--- src/rtl/sdram_req_queue.sv ---
// Request FIFO in front of a single-outstanding SDRAM controller. Issue is
// held off until the controller power-up interval has elapsed.
module sdram_req_queue #(
  parameter int INIT_CYCLES = 5100,
  parameter int DEPTH       = 4
) (
  input  logic        clk,
  input  logic        rst,
  input  logic        req_valid,
  output logic        req_ready,
  input  logic        req_write,
  input  logic [24:0] req_addr,
  input  logic [15:0] req_wdata,
  output logic        resp_valid,
  output logic [15:0] resp_rdata,
  output logic        init_done,
  output logic        busy,
  output logic        mem_write_en,
  output logic [24:0] mem_addr,
  output logic [15:0] mem_data_in,
  output logic        mem_refresh_data,
  input  logic [15:0] mem_data_out,
  input  logic        mem_data_ready
);

  localparam int AW = $clog2(DEPTH);
  localparam int NW = AW + 1;
  localparam int CW = $clog2(INIT_CYCLES + 1);
  localparam int EW = 42;
  localparam logic [NW-1:0] FULL      = NW'(DEPTH);
  localparam logic [CW-1:0] INIT_LAST = CW'(INIT_CYCLES - 1);

  typedef enum logic [2:0] {
    ST_INIT   = 3'd0,
    ST_IDLE   = 3'd1,
    ST_ISSUE  = 3'd2,
    ST_SETTLE = 3'd3,
    ST_WAIT   = 3'd4
  } state_t;

  state_t        state;
  state_t        state_next;
  logic [CW-1:0] init_cnt;
  logic [EW-1:0] fifo_mem [DEPTH];
  logic [AW-1:0] wr_ptr;
  logic [AW-1:0] rd_ptr;
  logic [NW-1:0] count;
  logic          push;
  logic          pop;
  logic          done;

  assign req_ready = (count != FULL);
  assign push      = req_valid && req_ready;
  assign busy      = (state == ST_ISSUE) || (state == ST_SETTLE) ||
                     (state == ST_WAIT) || (count != '0);

  // Sequencer next state; the controller's ready flag is only looked at in
  // WAIT so a level left over from the previous transaction is ignored.
  always_comb begin
    state_next = state;
    pop        = 1'b0;
    done       = 1'b0;
    case (state)
      ST_INIT: begin
        if (init_cnt == INIT_LAST) state_next = ST_IDLE;
        else                       state_next = ST_INIT;
      end
      ST_IDLE: begin
        if (count != '0) begin
          state_next = ST_ISSUE;
          pop        = 1'b1;
        end else begin
          state_next = ST_IDLE;
        end
      end
      ST_ISSUE:  state_next = ST_SETTLE;
      ST_SETTLE: state_next = ST_WAIT;
      ST_WAIT: begin
        if (mem_data_ready) begin
          state_next = ST_IDLE;
          done       = 1'b1;
        end else begin
          state_next = ST_WAIT;
        end
      end
      default: state_next = ST_INIT;
    endcase
  end

  // State register, power-up counter and state-decoded outputs.
  always_ff @(posedge clk) begin
    if (!rst) begin
      state            <= ST_INIT;
      init_cnt         <= '0;
      init_done        <= 1'b0;
      mem_refresh_data <= 1'b0;
    end else begin
      state            <= state_next;
      init_done        <= (state_next != ST_INIT);
      mem_refresh_data <= (state_next == ST_ISSUE);
      if (state == ST_INIT) init_cnt <= init_cnt + CW'(1);
    end
  end

  // FIFO pointers and occupancy.
  always_ff @(posedge clk) begin
    if (!rst) begin
      wr_ptr <= '0;
      rd_ptr <= '0;
      count  <= '0;
    end else begin
      if (push) wr_ptr <= wr_ptr + AW'(1);
      if (pop)  rd_ptr <= rd_ptr + AW'(1);
      case ({push, pop})
        2'b10:   count <= count + NW'(1);
        2'b01:   count <= count - NW'(1);
        default: count <= count;
      endcase
    end
  end

  // FIFO storage; contents are don't-care while count says empty.
  always_ff @(posedge clk) begin
    if (push) fifo_mem[wr_ptr] <= {req_write, req_addr, req_wdata};
  end

  // Controller command registers, loaded on pop and held until the next one.
  always_ff @(posedge clk) begin
    if (!rst) begin
      mem_write_en <= 1'b0;
      mem_addr     <= 25'd0;
      mem_data_in  <= 16'd0;
    end else if (pop) begin
      {mem_write_en, mem_addr, mem_data_in} <= fifo_mem[rd_ptr];
    end
  end

  // Completion pulse and captured read data.
  always_ff @(posedge clk) begin
    if (!rst) begin
      resp_valid <= 1'b0;
      resp_rdata <= 16'd0;
    end else begin
      resp_valid <= done;
      if (done) resp_rdata <= mem_data_out;
    end
  end

endmodule

--- config.mk ---
export PLATFORM = sky130hd
export DESIGN_NAME = sdram_req_queue
export DESIGN_NICKNAME = d
export VERILOG_FILES = /design/src/rtl/sdram_req_queue.sv
export SDC_FILE = /design/constraint.sdc
export NUM_CORES = 1
export LEC_CHECK = 0
export BUFFER_PORTS_ARGS = -buffer_cell sky130_fd_sc_hd__buf_2
export CORE_MARGIN = 2
export CORE_UTILIZATION = 60
export CTS_CLUSTER_SIZE = 12
export DETAILED_ROUTE_END_ITERATION = 8
export GPL_TIMING_DRIVEN = 0
export PLACE_DENSITY = 0.82
export SLEW_MARGIN = 15
export SYNTH_ARGS = -nofsm -noshare
export SYNTH_HDL_FRONTEND = slang
export SYNTH_SLANG_ARGS = --single-unit
--- constraint.sdc ---
create_clock -name clk -period 4.6 [get_ports clk]
set_clock_uncertainty 0.05 [all_clocks]
set_input_delay 0.92 -clock clk [delete_from_list [all_inputs] [get_ports clk]]
set_output_delay 0.92 -clock clk [all_outputs]
set_load 0.02 [all_outputs]
# Word level (Yosys, flattened, before mapping)
# Memory sizes are Yosys's and may differ from the RTL's. A register that Yosys moved wholly into a read port is not among the register bits.
# Cells that the tools add are included.
# totals
inputBits	62
output_inout_bits	63
elab_cells	44
n_memories	1
ramBits	168
regBits	42
# mem_list
memory	words	width	rd	rd_ports_with_merged_regs	write_ports	line	text
fifo_mem	4	42	1	1	1	44	logic [EW-1:0] fifo_mem [DEPTH];
# op_classes
n_addsub	5
n_mux	11
reduce_logical	9
eq_ne	9
# op_table
cell	n
3-bit case mux with 5 select lines	1
13-bit by 1-bit adder with 13-bit output, second input constant	1
13-bit == test, second input constant	1
3-bit by 2-bit == test with 1-bit output, second input constant	3
1-bit 2-to-1 mux	7
3-bit case mux with 2 select lines	1
3-bit nonzero test	2
2-bit by 1-bit adder with 2-bit output, second input constant	2
3-bit by 1-bit adder with 3-bit output, second input constant	1
3-bit by 1-bit == test with 1-bit output, second input constant	1
3-bit == test, second input constant	1
3-bit logical NOT	1
1-bit logical OR	3
3-bit 2-to-1 mux	1
3-bit != test, second input constant	1
3-bit by 1-bit subtractor with 3-bit output, second input constant	1
2-bit by 1-bit == test with 1-bit output, second input constant	1
2-bit == test, second input constant	1
2-bit 2-to-1 mux	1
2-bit nonzero test	1
1-bit logical AND	1
1-bit logical NOT	1

# Logic depth before layout (Yosys ltp)
# Gate-level depths: netlist of the first run.
# depth
ltp_word	5
ltp_mapped	11
mapped_depth_nobuf	9

# Worst setup path before layout of the first run
# No wires, ideal clock.
# synth_timing
path_type	register to register
from	register count[0]
to	register count[2]
slack_ps	2170
n_path_buf	0
required_ps	4474
stages_incl_launch_ff	10
period_less_slack_ps	2430
t_arrival_ps	2305
cell_sequence	dfxtp_1 -> or3b_1 -> and2_1 -> inv_1 -> ha_1 -> inv_1 -> fa_1 -> xor2_1 -> or3_1 -> a21boi_0
# synth_via
elab_cells_between_ends	11
# synth_rtl
item	line	text
start, declared	47	logic [NW-1:0] count;
start signal, assigned	115	2'b10: count <= count + NW'(1);
start signal, assigned	116	2'b01: count <= count - NW'(1);
start signal, assigned	117	default: count <= count;
3-bit != test *	52	assign req_ready = (count != FULL);
net req_ready	10	output logic req_ready,
1-bit logical AND *	53	assign push = req_valid && req_ready;
2-bit by 1-bit == test with 1-bit output or 2-bit == test (tied branches)	114	case ({push, pop})
3-bit case mux with 2 select lines or 2-bit nonzero test (tied branches)	n/a	
# Mark *: on every way through the listed nets, which the timed path passes. The rest lies on a longest branch.
# A chain may end at the register's enable or synchronous reset.

# Worst setup path in the final report of the first run
# layout_timing
from	register state[2]
to	register count[2]
# layout_via
elab_chain_len	4
elab_cells_between_ends	6
# layout_lines
item	line	text
start, declared	41	state_t state;
start signal, assigned	98	state <= state_next;
3-bit by 1-bit == test with 1-bit output *	63	case (state)
1-bit 2-to-1 mux *	63	
net pop	49	logic pop;
2-bit by 1-bit == test with 1-bit output or 2-bit == test (tied branches)	114	
3-bit case mux with 2 select lines or 2-bit nonzero test (tied branches)	n/a	
# Marks and branches as above.

==> results of run 1 <==
[metrics by stage]
step	setup WS [ns]	hold WS (ns)	instance area [um^2]
finish	1.54	0.407	11200
global route	1.40	0.429	11200
CTS	1.57	0.411	11200
detailed placement	1.63	0.404	10500
global placement	1.27	0.398	10400
floorplan	2.17	0.403	9510
[cell families after synthesis]
group | count (synthesis) | synth area share, %
and+or+nand+nor | 183 | 9.27
AOI/OAI and AO/OA | 75 | 5.74
buffers and inverters | 40 | 1.97
adders and majority gates | 7 | 1.00
DFF | 252 | 70.8
muxes | 43 | 10.1
xor gates and xnor gates | 13 | 1.20
[Yosys cell counts (3+ instances only)]
master	count
ha_1	6
clkbuf_1	15
edfxtp_1	168
nor2_1	3
nand3_1	6
mux4_2	42
and2_1	16
nand2b_1	3
nand4_1	5
dfxtp_1	84
nand2_1	124
and3_1	6
buf_2	15
xor2_1	3
or3_1	5
a21boi_0	61
xnor2_1	10
o21ai_0	5
inv_1	6
[worst min-delay path by stage]
stage              startpoint             end  cells past startpoint
2_1_floorplan    init_cnt[12]    init_cnt[12]                      2
4_1_cts          mem_addr[20]    mem_addr[20]                      2
3_3_place_gp    resp_rdata[0]   resp_rdata[0]                      2
6_report         mem_addr[20]    mem_addr[20]                      2
5_1_grt        mem_data_in[3]  mem_data_in[3]                      2
3_5_place_dp     mem_addr[17]    mem_addr[17]                      2
[power by group]
part | switching (W) | total (W) | internal, W
clock | 0.000761 | 0.00180 | 0.00104
sequential | 0.0000239 | 0.00252 | 0.00250
combinational | 0.000104 | 0.000185 | 0.0000812
total | 0.000890 | 0.00451 | 0.00362
[registers in the layout (all words and copies together) (netlist names)]
signal	count
resp_rdata	16
state	3
mem_refresh_data	1
init_done	1
resp_valid	1
mem_write_en	1
count	3
mem_data_in	16
init_cnt	13
wr_ptr	2
mem_addr	25
fifo_mem	168
rd_ptr	2
[critical path, stage by stage, from the launching register on]
cell	delay, ns
dfxtp_1	0.31
buf_2	0.19
nor2_1	0.26
nand3_2	0.31
clkinv_1	0.28
buf_2	0.28
ha_1	0.24
inv_1	0.06
fa_1	0.37
xor2_1	0.16
or3_1	0.30
a21boi_0	0.17
[layer usage]
| layer | global-route usage (%) | share of wire (%) |
|---|---|---|
| met2 | 40.4 | 52 |
| met1 | 27.5 | 39 |
| met4 | 7.08 | 2.0 |
| met5 | 0 | 0.086 |
| met3 | 4.47 | 6.7 |
[layout make-up]
cell class | count | area [um^2]
Clock inverter | 2 | 13.8
Tap cell | 216 | 270
Inverter | 7 | 26.3
Multi-Input combinational cell | 321 | 2600
Fill cell | 1010 | 4450
Timing Repair Buffer | 128 | 701
Clock buffer | 44 | 711
Sequential cell | 252 | 6730
Buffer | 33 | 161
[placed cells by master, fill, tap and decap left out, types with 3 or more instances in the layout]
master     synthesis  layout
clkbuf_16          0      25
buf_12             0       4
or3_1              5       5
nor2_1             3       3
and3_2             0       4
nand2b_1           3       3
xnor2_1           10      10
clkbuf_1          15      32
nand2_1          124     124
nand3_1            6       6
o21ai_0            5       5
ha_1               6       6
nand4_1            5       5
a21boi_0          61      61
and2_1            16      16
xor2_1             3       3
edfxtp_1         168     168
buf_2             15     139
inv_1              6       6
mux4_2            42      42
dfxtp_1           84      84
==> summary.txt, run 1 <==
Outcome
  – Status: finished, final reports clean

Detailed routing
  – DRC: 0
  – WL final: 18500 um
  – DR pass1 iterations: 5
  – ANT nets after route: 0
  – 1st-iter DRT viols: 373
  – Vias post-DR: 5545
  – Via-to-Cell Ratio: 5.53
  – Routed WL per cell: 18.5 um

Logic synthesis
  – Avg Cell Area, Syn: 15.5 um^2
  – Synthesized area: 9510 um^2
  – Number of library cell types mapped by synthesis: 43
  – Top FF cell, synth: edfxtp_1
  – Dominant cell type by area after synthesis: edfxtp_1
  – FFs w/ async S/R, synth: 0%
  – Top post-synthesis cells by area: edfxtp_1 (53%), dfxtp_1 (18%), mux4_2 (10%), nand2_1 (4.9%), a21boi_0 (4.8%)
  – Syn nets: 682
  – Top-area cell type share of the netlist area: 53.1%
  – Number of synthesized flops with an enable pin: 168
  – Sequential share of the synthesized area: 70.8%
  – Post-synthesis cell count: 613
  – YS warnings: 0
  – #FFs+latches synth: 252

Clock network
  – CTS Sinks: 252
  – Setup Fix Bufs, Post-CTS: 0
  – CTS HTree Levels: 1
  – PostCTS Resize Cnt: 0
  – Root Driver: clkbuf_16
  – Clock Latency Late Sink: 0.52 ns
  – CTS tree: built
  – CTS clk-pin slew, worst paths: 0.06 ns
  – Max clock buf depth: 3
  – Post-CTS Hold Buffers: 0
  – CTS buffer count: 25

Setup path
  – WS Path Type: flop to flop
  – Worst reg2reg startpoint: state[2]
  – Reg2Reg Depth: 11
  – Worst setup path start: state[2]
  – Setup crit end kind: flop
  – CP max FO: 10
  – Crit path capture: count[2]
  – Worst reg2reg endpoint: count[2]
  – Startpoint types: flop
  – Worst path arrival time: 3.43 ns
  – Reg-to-reg slack, setup: 1.54 ns
  – Critical Path RT: 4.97 ns

Layout
  – Final Util: 71.6%
  – Antenna diodes: 0
  – Non-Filler Instances: 1003
  – Nets@finish: 837
  – Layout cells sized above 1: 28.8%
  – Synth-to-Final Area Change: 17.9%

Floorplan
  – Die area: 16900 um^2
  – Core box area: 15700 um^2
  – Die height: 130 um
  – Number of I/O pins: 125
  – Die width: 130 um
  – FP Rows: 46
  – Starting Density: 60.7%

STA
  – Tmin final: 3.06 ns
  – Maximum clock rate: 327 MHz
  – Final period util: 66.5%
  – RSZ-0062 raised after global routing: false
  – Final Hold Vio Count: 0
  – Final count of negative-setup-slack endpoints: 0
  – Worst Tran Pin Value: 0.687 ns
  – Max-slew violation count: 0
  – Setup TNS: 0 ns
  – Relative slew margins: 54.2%

Placement
  – Placed cell count: 957
  – Port bufs: 124
  – Hpwl dp: 11900 um
  – Routability cong.: 0.819

Power
  – Maximum vdd drop: 0.398 mV
  – Lkg Pwr: 3.96 nW
  – Cell Pwr Density: 403 nW/um^2
  – Power, Total: 0.00451 W

Global route
  – Overflow after GRT: 0
  – GR Util All Layers: 22.4%
  – Initial antenna violation count: 1
  – Vias in the first global route: 5770
  – Global-route wire length before repair: 29000 um
  – Largest net degree at the start of global routing: 30

Min path
  – Worst hold path type: flop to flop

Job
  – Max Cap Violations: 0
No activity file was read; power rests on OpenSTA's default activity.
==> inputs of run 2 (changes only) <==
--- a/config.mk
+++ b/config.mk
@@ -5,13 +5,14 @@
 export SDC_FILE = /design/constraint.sdc
 export NUM_CORES = 1
 export LEC_CHECK = 0
+export ABC_AREA = 1
 export BUFFER_PORTS_ARGS = -buffer_cell sky130_fd_sc_hd__buf_2
 export CORE_MARGIN = 2
-export CORE_UTILIZATION = 60
+export CORE_UTILIZATION = 52
 export CTS_CLUSTER_SIZE = 12
 export DETAILED_ROUTE_END_ITERATION = 8
 export GPL_TIMING_DRIVEN = 0
-export PLACE_DENSITY = 0.82
+export PLACE_DENSITY = 0.76
 export SLEW_MARGIN = 15
 export SYNTH_ARGS = -nofsm -noshare
 export SYNTH_HDL_FRONTEND = slang
==> constraint.sdc (replaced) <==
create_clock -name clk -period 2.6 [get_ports clk]
set_clock_uncertainty 0.05 [all_clocks]
set_input_delay 0.52 -clock clk [delete_from_list [all_inputs] [get_ports clk]]
set_output_delay 0.52 -clock clk [all_outputs]
set_load 0.02 [all_outputs]
==> run 2 against run 1 <==
Cell count up 25%. Clock-buffer cell count down 1. Hold slack worse by 0.25 ns. Clock power up 95%. Register-to-register slack worse by 1.3 ns. Critical path type unchanged. Critical endpoint unchanged. Largest cell class unchanged. Highest routed layer is now met4.
==> summary.txt, run 2 <==
Layout
  – Layout cells sized above 1: 19.3%
  – Top reg by flops: fifo_mem
  – Largest register FFs: 168
  – Multi-input logic area: 2410 um^2
  – Top flop regs: fifo_mem x168, mem_addr x25
  – Flip-flop and latch area: 6730 um^2
  – Most frequent cells in the layout: nor2_1 (194), edfxtp_1 (168), buf_2 (138)
  – Nets@finish: 1068
  – Synth-to-Final Area Change: 19.9%
  – # fillers: 1354
  – Most common cell after layout, fill and taps aside: nor2_1

Detailed routing
  – ANT nets after route: 0
  – DR pass1 iterations: 6
  – Routed WL per cell: 17.2 um
  – WL final: 21500 um
  – Via-to-Cell Ratio: 5.43
  – Vias post-DR: 6786
  – 1st-iter DRT viols: 576
  – DRC: 0

Global route
  – Met3 global-route usage: 3.92%
  – GR Util met1: 28.0%
  – Largest net degree at the start of global routing: 25
  – Global-route wire length before repair: 33600 um
  – GR Util All Layers: 21.7%
  – Gr busiest metal: met2
  – Overflow after GRT: 0
  – Initial antenna violation count: 2
  – Met2 Use GR: 37.5%
  – Vias in the first global route: 6542

Clock network
  – Max clock buf depth: 3
  – PostCTS Resize Cnt: 0
  – Clock Latency Late Sink: 0.52 ns
  – Root Driver: clkbuf_16
  – Setup Fix Bufs, Post-CTS: 0
  – CTS Sinks: 252
  – CTS buffer count: 26
  – CTS clk-pin slew, worst paths: 0.06 ns
  – Post-CTS Hold Buffers: 0
  – CTS HTree Levels: 1
  – CTS tree: built

Power
  – Power, Total: 0.00829 W
  – Lkg Pwr: 4.36 nW
  – Maximum vdd drop: 0.621 mV
  – Cell Pwr Density: 727 nW/um^2

Logic synthesis
  – Synthesized area: 9520 um^2
  – #FFs+latches synth: 252
  – Top FF cell, synth: edfxtp_1
  – Top-area cell type share of the netlist area: 53.0%
  – Top post-synthesis cells by area: edfxtp_1 (53%), dfxtp_1 (18%), nor2_1 (7.8%), o21ai_0 (5.9%), o22ai_1 (2.8%)
  – Number of synthesized flops with an enable pin: 168
  – Number of library cell types mapped by synthesis: 27
  – Avg Cell Area, Syn: 11.3 um^2
  – Sequential share of the synthesized area: 70.7%
  – FFs w/ async S/R, synth: 0%
  – Dominant cell type by area after synthesis: edfxtp_1
  – YS warnings: 0
  – Post-synthesis cell count: 841
  – Most frequent cell after synthesis: nor2_1
  – Syn nets: 910
  – Commonest cells in the netlist: nor2_1 (198), edfxtp_1 (168), o21ai_0 (113), dfxtp_1 (84), inv_1 (44)

STA
  – RSZ-0062 raised after global routing: false
  – Final count of negative-setup-slack endpoints: 0
  – Final Hold Vio Count: 0
  – Maximum clock rate: 425 MHz
  – Max-slew violation count: 0
  – Worst Tran Pin Value: 0.719 ns
  – Relative slew margins: 51.9%
  – Tmin final: 2.35 ns
  – Final period util: 90.5%
  – Post-route worst setup slack: 0.248 ns

Setup path
  – Worst setup path start: state[0]
  – Critical Path RT: 2.96 ns
  – CP max FO: 10
  – Reg2Reg Depth: 12
  – WS Path Type: flop to flop
  – Slowest-stage cell, CP: dfxtp_1
  – Setup crit end kind: flop
  – Reg-to-reg slack, setup: 0.25 ns
  – CP cell instances: inv_2 -> nor2_4 -> nand2_4 -> nor2_8 -> buf_8 -> ha_1 -> inv_1 -> fa_1 -> a21oi_1 -> o21ai_0 -> o21ai_0 -> a21oi_1
  – Worst path arrival time: 2.71 ns
  – CP bufs+invs: 3
  – Worst reg2reg startpoint: state[0]
  – Levels on crit path: 12
  – Cell family with most CP delay: adder cells
  – Worst reg2reg endpoint: count[2]
  – Max incr delay on CP: 0.41 ns
  – Startpoint types: flop
  – Crit path capture: count[2]

Outcome
  – Status: finished, final reports clean

Placement
  – Pre-CTS WS: 0.262 ns
  – Routability cong.: 0.825
  – Hpwl dp: 13500 um
  – Port bufs: 124

Floorplan
  – FP Rows: 49
  – Starting Density: 53.0%
  – Die width: 139 um
  – Core box area: 18000 um^2
  – Die area: 19400 um^2
  – Die height: 139 um
  – Number of I/O pins: 125

Job
  – Max Cap Violations: 0

Min path
  – Worst hold path type: primary input to flop
==> run 2: cell types whose count changed after synthesis, sizes merged, moves of 6 or more <==
cell    change
a21boi     -62
a21oi      +29
and2       -16
and3        -6
clkbuf     +11
inv        +41
mux4       -42
nand2      -89
nand3       +9
nor2      +200
o21ai     +149
o22ai      +41
xnor2      -10
==> run 2: cells by family after synthesis <==
kind of cell	after synthesis	share of synthesized area (%)
simple gates	262	11.4
compound gates	227	12.5
fa+ha+maj	7	0.999
buf+inv	92	4.33
flops	252	70.7
xor+xnor	1	0.0921
==> run 2: final cells by class <==
class,instances,area share (%)
Inverter,47,1.55
Timing Repair Buffer,130,6.76
Antenna cell,2,0.0439
Clock inverter,5,0.406
Multi-Input combinational cell,497,21.1
Buffer,45,2.06
Sequential cell,252,59.0
Clock buffer,43,6.62
Tap cell,229,2.51
==> run 2: where the power goes <==
part	switching, W	total, W	leakage, nW	internal [W]
combinational	0.000213	0.000327	1.76	0.000114
sequential	0.0000329	0.00445	2.22	0.00442
clock	0.00145	0.00351	0.386	0.00207
total	0.00169	0.00829	4.36	0.00660
==> run 2: how the worst min path moves through the flow <==
stage / from / end / slack, ns / cells past startpoint
3_5_place_dp: resp_rdata[7] / resp_rdata[7] / 0.38 / 2
2_1_floorplan: count[0] / count[0] / 0.37 / 1
5_1_grt: req_addr[1] / fifo_mem[1][17] / 0.14 / 1
6_report: req_addr[15] / fifo_mem[0][31] / 0.15 / 1
3_3_place_gp: resp_rdata[13] / resp_rdata[13] / 0.38 / 2
4_1_cts: req_addr[15] / fifo_mem[3][31] / 0.15 / 1
==> run 2: per-stage QoR <==
stage                     hold WS (ns)  setup TNS, ns  cells  utilization (%)  area, um^2
final                            0.153              0   1250             63.5       11400
after global placement           0.380        -315.86   1194             58.0       10400
after global routing             0.142              0   1249             63.5       11400
after floorplan                  0.372         -84.24    841                -        9520
after CTS                        0.148              0   1248             63.5       11400
after detailed placement         0.384              0   1200             59.0       10600
==> run 2: layer usage <==
metal	wire, um	up-vias
li1	-	3264
met1	9040	3222
met2	10400	256
met3	1570	44
met4	457	0
met5	0	-
